[src/rtl/instr_fetch_stage.sv]
// Instruction fetch stage: owns the PC, talks to instruction memory with at
// most one request in flight, and presents fetched {PC, Instruction} pairs
// to the IF/ID register through a two-entry prefetch buffer.
module instr_fetch_stage #(
  parameter int                         ADDRESS_LEN     = 32,
  parameter int                         INSTRUCTION_LEN = 32,
  parameter logic [ADDRESS_LEN-1:0]     RESET_PC        = '0,
  parameter logic [INSTRUCTION_LEN-1:0] NOP_WORD        = '0
) (
  input  logic                       clk,
  input  logic                       rst,
  output logic                       imem_req,
  output logic [ADDRESS_LEN-1:0]     imem_addr,
  input  logic                       imem_gnt,
  input  logic                       imem_rvalid,
  input  logic [INSTRUCTION_LEN-1:0] imem_rdata,
  input  logic                       stall,
  input  logic                       redirect,
  input  logic [ADDRESS_LEN-1:0]     redirect_pc,
  output logic                       out_valid,
  output logic [ADDRESS_LEN-1:0]     PC,
  output logic [INSTRUCTION_LEN-1:0] Instruction
);

  localparam logic [1:0] ST_IDLE = 2'd0;
  localparam logic [1:0] ST_WAIT = 2'd1;
  localparam logic [1:0] ST_DROP = 2'd2;

  localparam logic [ADDRESS_LEN-1:0] ALIGN_MASK = ~{{(ADDRESS_LEN-2){1'b0}}, 2'b11};
  localparam logic [ADDRESS_LEN-1:0] PC_STEP    = {{(ADDRESS_LEN-3){1'b0}}, 3'b100};

  logic [1:0]                 state;
  logic [ADDRESS_LEN-1:0]     fetch_pc;
  logic [ADDRESS_LEN-1:0]     req_pc;
  logic [1:0]                 count;
  logic [ADDRESS_LEN-1:0]     head_pc;
  logic [INSTRUCTION_LEN-1:0] head_ins;
  logic [ADDRESS_LEN-1:0]     tail_pc;
  logic [INSTRUCTION_LEN-1:0] tail_ins;

  logic                       handshake;
  logic                       push;
  logic                       pop;
  logic [ADDRESS_LEN-1:0]     target_pc;

  // Request only from IDLE with a free slot; the reset term keeps imem_req low while rst is held.
  always_comb begin
    imem_req  = rst && (state == ST_IDLE) && (count != 2'd2) && !redirect;
    imem_addr = fetch_pc;
    handshake = imem_req && imem_gnt;
    push      = (state == ST_WAIT) && imem_rvalid && !redirect;
    pop       = out_valid && !stall && !redirect;
    target_pc = redirect_pc & ALIGN_MASK;
  end

  // Head of the buffer is shown directly; an empty buffer shows a bubble.
  always_comb begin
    out_valid   = (count != 2'd0);
    PC          = out_valid ? head_pc  : '0;
    Instruction = out_valid ? head_ins : NOP_WORD;
  end

  // Memory handshake FSM; a redirect while waiting turns the reply into one to discard.
  always_ff @(posedge clk or negedge rst) begin
    if (!rst) begin
      state <= ST_IDLE;
    end else begin
      case (state)
        ST_IDLE: if (handshake) state <= ST_WAIT;
        ST_WAIT: begin
          if (imem_rvalid)   state <= ST_IDLE;
          else if (redirect) state <= ST_DROP;
        end
        ST_DROP: if (imem_rvalid) state <= ST_IDLE;
        default: state <= ST_IDLE;
      endcase
    end
  end

  // Fetch pointer: redirect wins, otherwise advance one word per accepted request.
  always_ff @(posedge clk or negedge rst) begin
    if (!rst) begin
      fetch_pc <= RESET_PC;
      req_pc   <= RESET_PC;
    end else if (redirect) begin
      fetch_pc <= target_pc;
    end else if (handshake) begin
      req_pc   <= fetch_pc;
      fetch_pc <= fetch_pc + PC_STEP;
    end
  end

  // Two-entry FIFO held as head/tail registers so the head needs no read mux.
  always_ff @(posedge clk or negedge rst) begin
    if (!rst) begin
      count    <= 2'd0;
      head_pc  <= '0;
      head_ins <= NOP_WORD;
      tail_pc  <= '0;
      tail_ins <= NOP_WORD;
    end else if (redirect) begin
      count <= 2'd0;
    end else begin
      case ({push, pop})
        2'b10: begin
          if (count == 2'd0) begin
            head_pc  <= req_pc;
            head_ins <= imem_rdata;
          end else begin
            tail_pc  <= req_pc;
            tail_ins <= imem_rdata;
          end
          count <= count + 2'd1;
        end
        2'b01: begin
          head_pc  <= tail_pc;
          head_ins <= tail_ins;
          count    <= count - 2'd1;
        end
        2'b11: begin
          if (count == 2'd1) begin
            head_pc  <= req_pc;
            head_ins <= imem_rdata;
          end else begin
            head_pc  <= tail_pc;
            head_ins <= tail_ins;
            tail_pc  <= req_pc;
            tail_ins <= imem_rdata;
          end
        end
        default: ;
      endcase
    end
  end

endmodule

[config.mk]
export PLATFORM = sky130hd
export DESIGN_NAME = instr_fetch_stage
export DESIGN_NICKNAME = d
export VERILOG_FILES = /design/src/rtl/instr_fetch_stage.sv
export SDC_FILE = /design/constraint.sdc
export NUM_CORES = 1
export LEC_CHECK = 0
export CORE_ASPECT_RATIO = 1.4
export CORE_MARGIN = 2
export CORE_UTILIZATION = 30
export DETAILED_ROUTE_END_ITERATION = 7
export PLACE_DENSITY = 0.59
export SLEW_MARGIN = 10
export SYNTH_ARGS = -nofsm -noshare
export SYNTH_HDL_FRONTEND = slang
export SYNTH_SLANG_ARGS = --single-unit
export TNS_END_PERCENT = 30
[constraint.sdc]
create_clock -name clk -period 5.4 [get_ports clk]
set_input_delay 0.54 -clock clk [delete_from_list [all_inputs] [get_ports clk]]
set_output_delay 0.54 -clock clk [all_outputs]
set_load 0.01 [all_outputs]
# --- Yosys cells after proc, flatten, opt, wreduce, memory -nomap -nowiden ---
# Index checks and enable logic that the tools add are counted.
# W data, S select, Z words.
word_totals:
  register_bits: 196
  elab_cells: 69
  output_inout_bits: 98
  inputBits: 70
op_classes:
  bitwise: 1
  addsub: 3
  n_mux: 23
  reduce_logical: 21
  n_eq_ne: 13
op_table:
  columns: ["op", "n"]
  rows:
  - ["$mux W32", 12]
  - ["$pmux W32 S3", 2]
  - ["$pmux W32 S2", 2]
  - ["$add A32 B3 Y32 const B", 1]
  - ["$ne A2 B2 Y1 const B", 6]
  - ["$mux W2", 5]
  - ["$logic_and A1 B1 Y1", 8]
  - ["$eq A2 B1 Y1 const B", 3]
  - ["$eq A2 B2 Y1 const B", 3]
  - ["$pmux W2 S3", 1]
  - ["$reduce_and A3 Y1", 2]
  - ["$reduce_bool A2 Y1", 3]
  - ["$reduce_bool A3 Y1", 2]
  - ["$logic_not A2 Y1", 2]
  - ["$pmux W2 S2", 1]
  - ["$reduce_and A4 Y1", 1]
  - ["$ne A3 B3 Y1 const B", 1]
  - ["$add A2 B1 Y2 const B", 1]
  - ["$logic_not A1 Y1", 2]
  - ["$reduce_and A2 Y1", 1]
  - ["$sub A2 B1 Y2 const B", 1]
  - ["$not A1 Y1", 1]

# --- Longest topological paths before layout ---
depth:
  ltp_word: 7
  mapped_depth: 9

# --- Worst setup path before layout ---
# Ideal clock, no wire load.
synth_path:
  kind: "reg-to-reg"
  from: "reg count[0]"
  to: "reg fetch_pc[23], in the netlist imem_addr[23]"
  stages_incl_launch_ff: 9
  required_time_ps: 5321
  t_arrival_ps: 2150
  synth_period_minus_slack_ps: 2230
  path_slack_ps: 3170
  path_buffers: 1
  setup_ps: 79
  path_cell_list: "dfrtp_1 inv_1 ha_1 nand4bb_4 or3_1 buf_2 or4_4 nor3_2 mux2i_1"
synth_via:
  elab_chain_cells: 5
synth_rtl:
  columns: ["element", "line", "text"]
  rows:
  - ["from (decl)", "35", "logic [1:0] count;"]
  - ["from (signal assigned)", "113", "count <= count + 2'd1;"]
  - ["from (signal assigned)", "118", "count <= count - 2'd1;"]
  - ["$ne A2 B2 Y1", "48", "imem_req = rst && (state == ST_IDLE) && (count != 2'd2) && !redirect;"]
  - ["$logic_and A1 B1 Y1 (2 in series)", "48", null]
  - ["$logic_and A1 B1 Y1", "50", "handshake = imem_req && imem_gnt;"]
  - ["$reduce_bool A2 Y1 (no line)", null, null]
  - ["to (signal assigned)", "86", "fetch_pc <= target_pc;"]
  - ["to (signal assigned)", "89", "fetch_pc <= fetch_pc + PC_STEP;"]
  - ["to (decl)", "33", "logic [ADDRESS_LEN-1:0] fetch_pc;"]
# Every way passes these cells.
# A chain may end at the register's enable or synchronous reset.

# --- Final worst setup path ---
layout_path:
  from: "reg count[0]"
  to: "out out_valid"
layout_via:
  elab_chain_cells: 1
layout_rtl:
  columns: ["element", "line", "text"]
  rows:
  - ["$reduce_bool A2 Y1", "58", "out_valid = (count != 2'd0);"]
  - ["to (decl)", "20", "output logic out_valid,"]
# Every way passes these cells.

==> results.yml <==
worst_setup_path:
  path_buf_inv: 4
  path_cells: "inv_1 -> ha_2 -> buf_4 -> inv_1 -> clkdlybuf4s50_1"
  required_ns: 4.86
  crit_arrival_ns: 2.51
  criticalPathCategory: "flop to output port"
  crit_start: "count[0]"
  cp-endpoint: "out_valid"
  cp_slowest_stage_delay_ns: 0.59
  worstPathMaxFanout: 66
  end_kind: "output port"
  worstSetupStartpointType: "flop"
  cp_num_cells: 5
  worst_r2r_path_depth: 7
  worst_path_dominant_cell_family: "buffers and inverters"
  r2r_end: "tail_ins[17]"
  worst_path_most_repeated_cell: "inv_1"
  reg2reg_slack_ns: 2.42
  r2r_start: "count[0]"
  crit_path_top_delay_cell: "buf_4"
synth:
  synth_top_area_share_pct: 53.61
  ys_seq_area_share_pct: 53.61
  syn-instance-count: 852
  synth_area_um2: 8822
  synth_most_common_cell: "dfrtp_1"
  synth_edf_count: 0
  synth_cell_types: 48
  syn_avg_cell_area_um2: 10.35
  synth_area_leaders: "dfrtp_1 (54%), mux2_2 (8.0%), nand2_1 (7.7%), mux2i_1 (7.5%), o21ai_0 (4.6%)"
  yosysTopAreaCell: "dfrtp_1"
  async_flop_share_pct: 100.0
  yosys-top-cells-count: "dfrtp_1 (189), nand2_1 (181), o21ai_0 (81), mux2i_1 (66)"
  synthFlopType: "dfrtp_1"
  ys_warn_count: 0
  ys_ff_latch: 189
timing:
  skew_ns: 0.01137
  fin_crit_ns: 3.047
  relSlewSlack_pct: 25.91
  fmax_mhz: 328.2
  grt_setup_unrepaired: "no"
  maxSlewViolCount: 0
  whs_ns: 0.1340
  hold_viol_final: 0
  fin_setup_tns_ns: 0
  setup_violations: 0
  tightest_slew_ns: 1.111
  fin_crit_sh_pct: 56.42
  setup_ws_ns: 2.353
placed_design:
  place.port_buffers: 163
  dp_slack_ns: 2.014
  place_hpwl_um: 14950
  post-place-cells: 1350
  place_congestion: 0.7828
power_and_ir_drop:
  switching_power_mw: 1.477
  p_clk_share_pct: 27.4
  switching_share_pct: 31.64
  leakage_nw: 5.297
  peakVddDrop_mv: 0.2218
  seqPwrFrac_pct: 45.8
  pwr-share-comb_pct: 26.9
  power.internal_mw: 3.190
  power_density_nw_per_um2: 410.0
routing:
  wl_um: 22340
  vias: 6557
  drtPass1Iterations: 4
  first_iter_violations: 263
  avgRoutedWirePerCell_um: 16.17
  ant_nets: 0
  routed_via_density: 4.745
  drc: 0
floorplanning:
  die_h_um: 206.9
  coreArea_um2: 29070
  rows: 74
  initial_utilization_pct: 30.35
  die-area_um2: 30810
  num_io_pins: 168
  die_x_um: 148.9
clocking:
  numCtsBuffers: 17
  clkLatencyLatePin_ns: 0.45
  ctsResizeCount: 0
  clock_sinks: 189
  path_clk_slew_ns: 0.08
  cts-root-buf: "clkbuf_16"
  cts_tree: "done"
  hold_buffers: 0
  cts_buffer_depth: 2
  cts_htree_levels: 4
  cts_setup_buffers: 0
layout:
  register_area_um2: 4730
  n_fill_cell: 2903
  diodes: 0
  multi_input_area_um2: 3849
  drive_gt1_share_pct: 11.88
  fin_nets: 1063
  instances_no_fill: 1382
  syn_to_final_growth_pct: 29.03
status:
  status: "completed"
hold_path:
  hold_class: "primary input to asynchronous set/reset pin"
grt:
  antenna_found_initial: 1
  first_global_vias: 6465
  grt_max_degree: 126
  grt_first_pass_wirelength_um: 35780
  grt_remaining_overflow: 0
  grt.total_usage_pct: 14.96
flow_run:
  cap_viol_max_count: 0
[power by group through the flow]
stage	clock network (mW)	logic, mW	registers (mW)
CTS	1.33	1.29	2.14
floorplan	0	0.790	2.09
global route	1.38	1.41	2.21
detailed placement	0	1.28	2.17
finish	1.28	1.25	2.14
global placement	0	1.25	2.14
[worst reg2reg max path, stage by stage (launching register included)]
cell     delay, ns
dfrtp_1       0.35
inv_1         0.09
ha_2          0.21
buf_4         0.35
inv_1         0.23
and3_2        0.92
buf_4         0.37
mux2_2        0.36
[registers in the layout, summed over array words and instances (netlist names)]
signal	count
tail_ins	32
count	2
imem_addr	30
req_pc	30
tail_pc	30
head_ins	32
state	2
head_pc	31
[area by class of cell]
class	instances	share of cell area [%]
tap	380	4.177
clock buffer	18	3.858
inverter	9	0.2968
sequential	189	41.55
clock inverter	14	1.286
timing repair buffer	173	15.03
multi-input combinational	599	33.81
[logic make-up (layout without fill, tap and decap cells)]
| group | count (synthesis) | count (layout) | share of synthesized area, % |
|---|---|---|---|
| and+or+nand+nor | 335 | 335 | 18.10 |
| DFF | 189 | 189 | 53.61 |
| muxes | 129 | 129 | 15.53 |
| AOI/OAI and AO/OA | 125 | 125 | 8.623 |
| buffers and inverters | 65 | 214 | 3.134 |
| adders and majority gates | 4 | 4 | 0.5673 |
| xor gates and xnor gates | 4 | 4 | 0.3972 |
| other | 1 | 2 | 0.04251 |
[layer usage]
layer	wire length (µm)	global-route usage, %	up-vias
met5	10	0	-
met4	609	6.735	2
met3	840	2.725	34
met2	10600	24.23	154
met1	10280	19.54	3159
li1	-	-	3208
[layout by cell type, fill, tap and decap left out, types with 4 or more instances in the layout]
master and n:
a21oi_1 6, a221o_1 8, a22oi_1 4, buf_4 10, clkbuf_16 17, clkdlybuf4s50_1 162, dfrtp_1 189, inv_1 9
inv_6 6, inv_8 4, mux2_2 63, mux2i_1 66, nand2_1 180, nand3_1 22, nand4_1 9, nor2_1 19
nor2b_1 63, nor3_1 11, nor4_1 4, o211ai_1 4, o21ai_0 81, o311ai_0 8
[worst min-delay path by stage]
stage                 startpoint            to  slack, ns  depth (start not counted)
global route                 rst     req_pc[7]       0.18                          1
detailed placement  head_ins[16]  head_ins[16]       0.46                          2
floorplan                    rst      count[0]       0.24                          0
global placement    head_ins[16]  head_ins[16]       0.45                          2
finish                       rst    req_pc[14]       0.13                          1
CTS                          rst    req_pc[14]       0.15                          1
[stage by stage]
stage               utilization [%]  instance area, µm²  total power [mW]
detailed placement            37.14               10800             3.450
finish                        39.15               11380             4.667
global placement              37.14               10800             3.399
global route                  39.15               11380             5.000
CTS                           39.15               11380             4.757
floorplan                         -                8826             2.877
No activity file was read; power rests on OpenSTA's default activity.
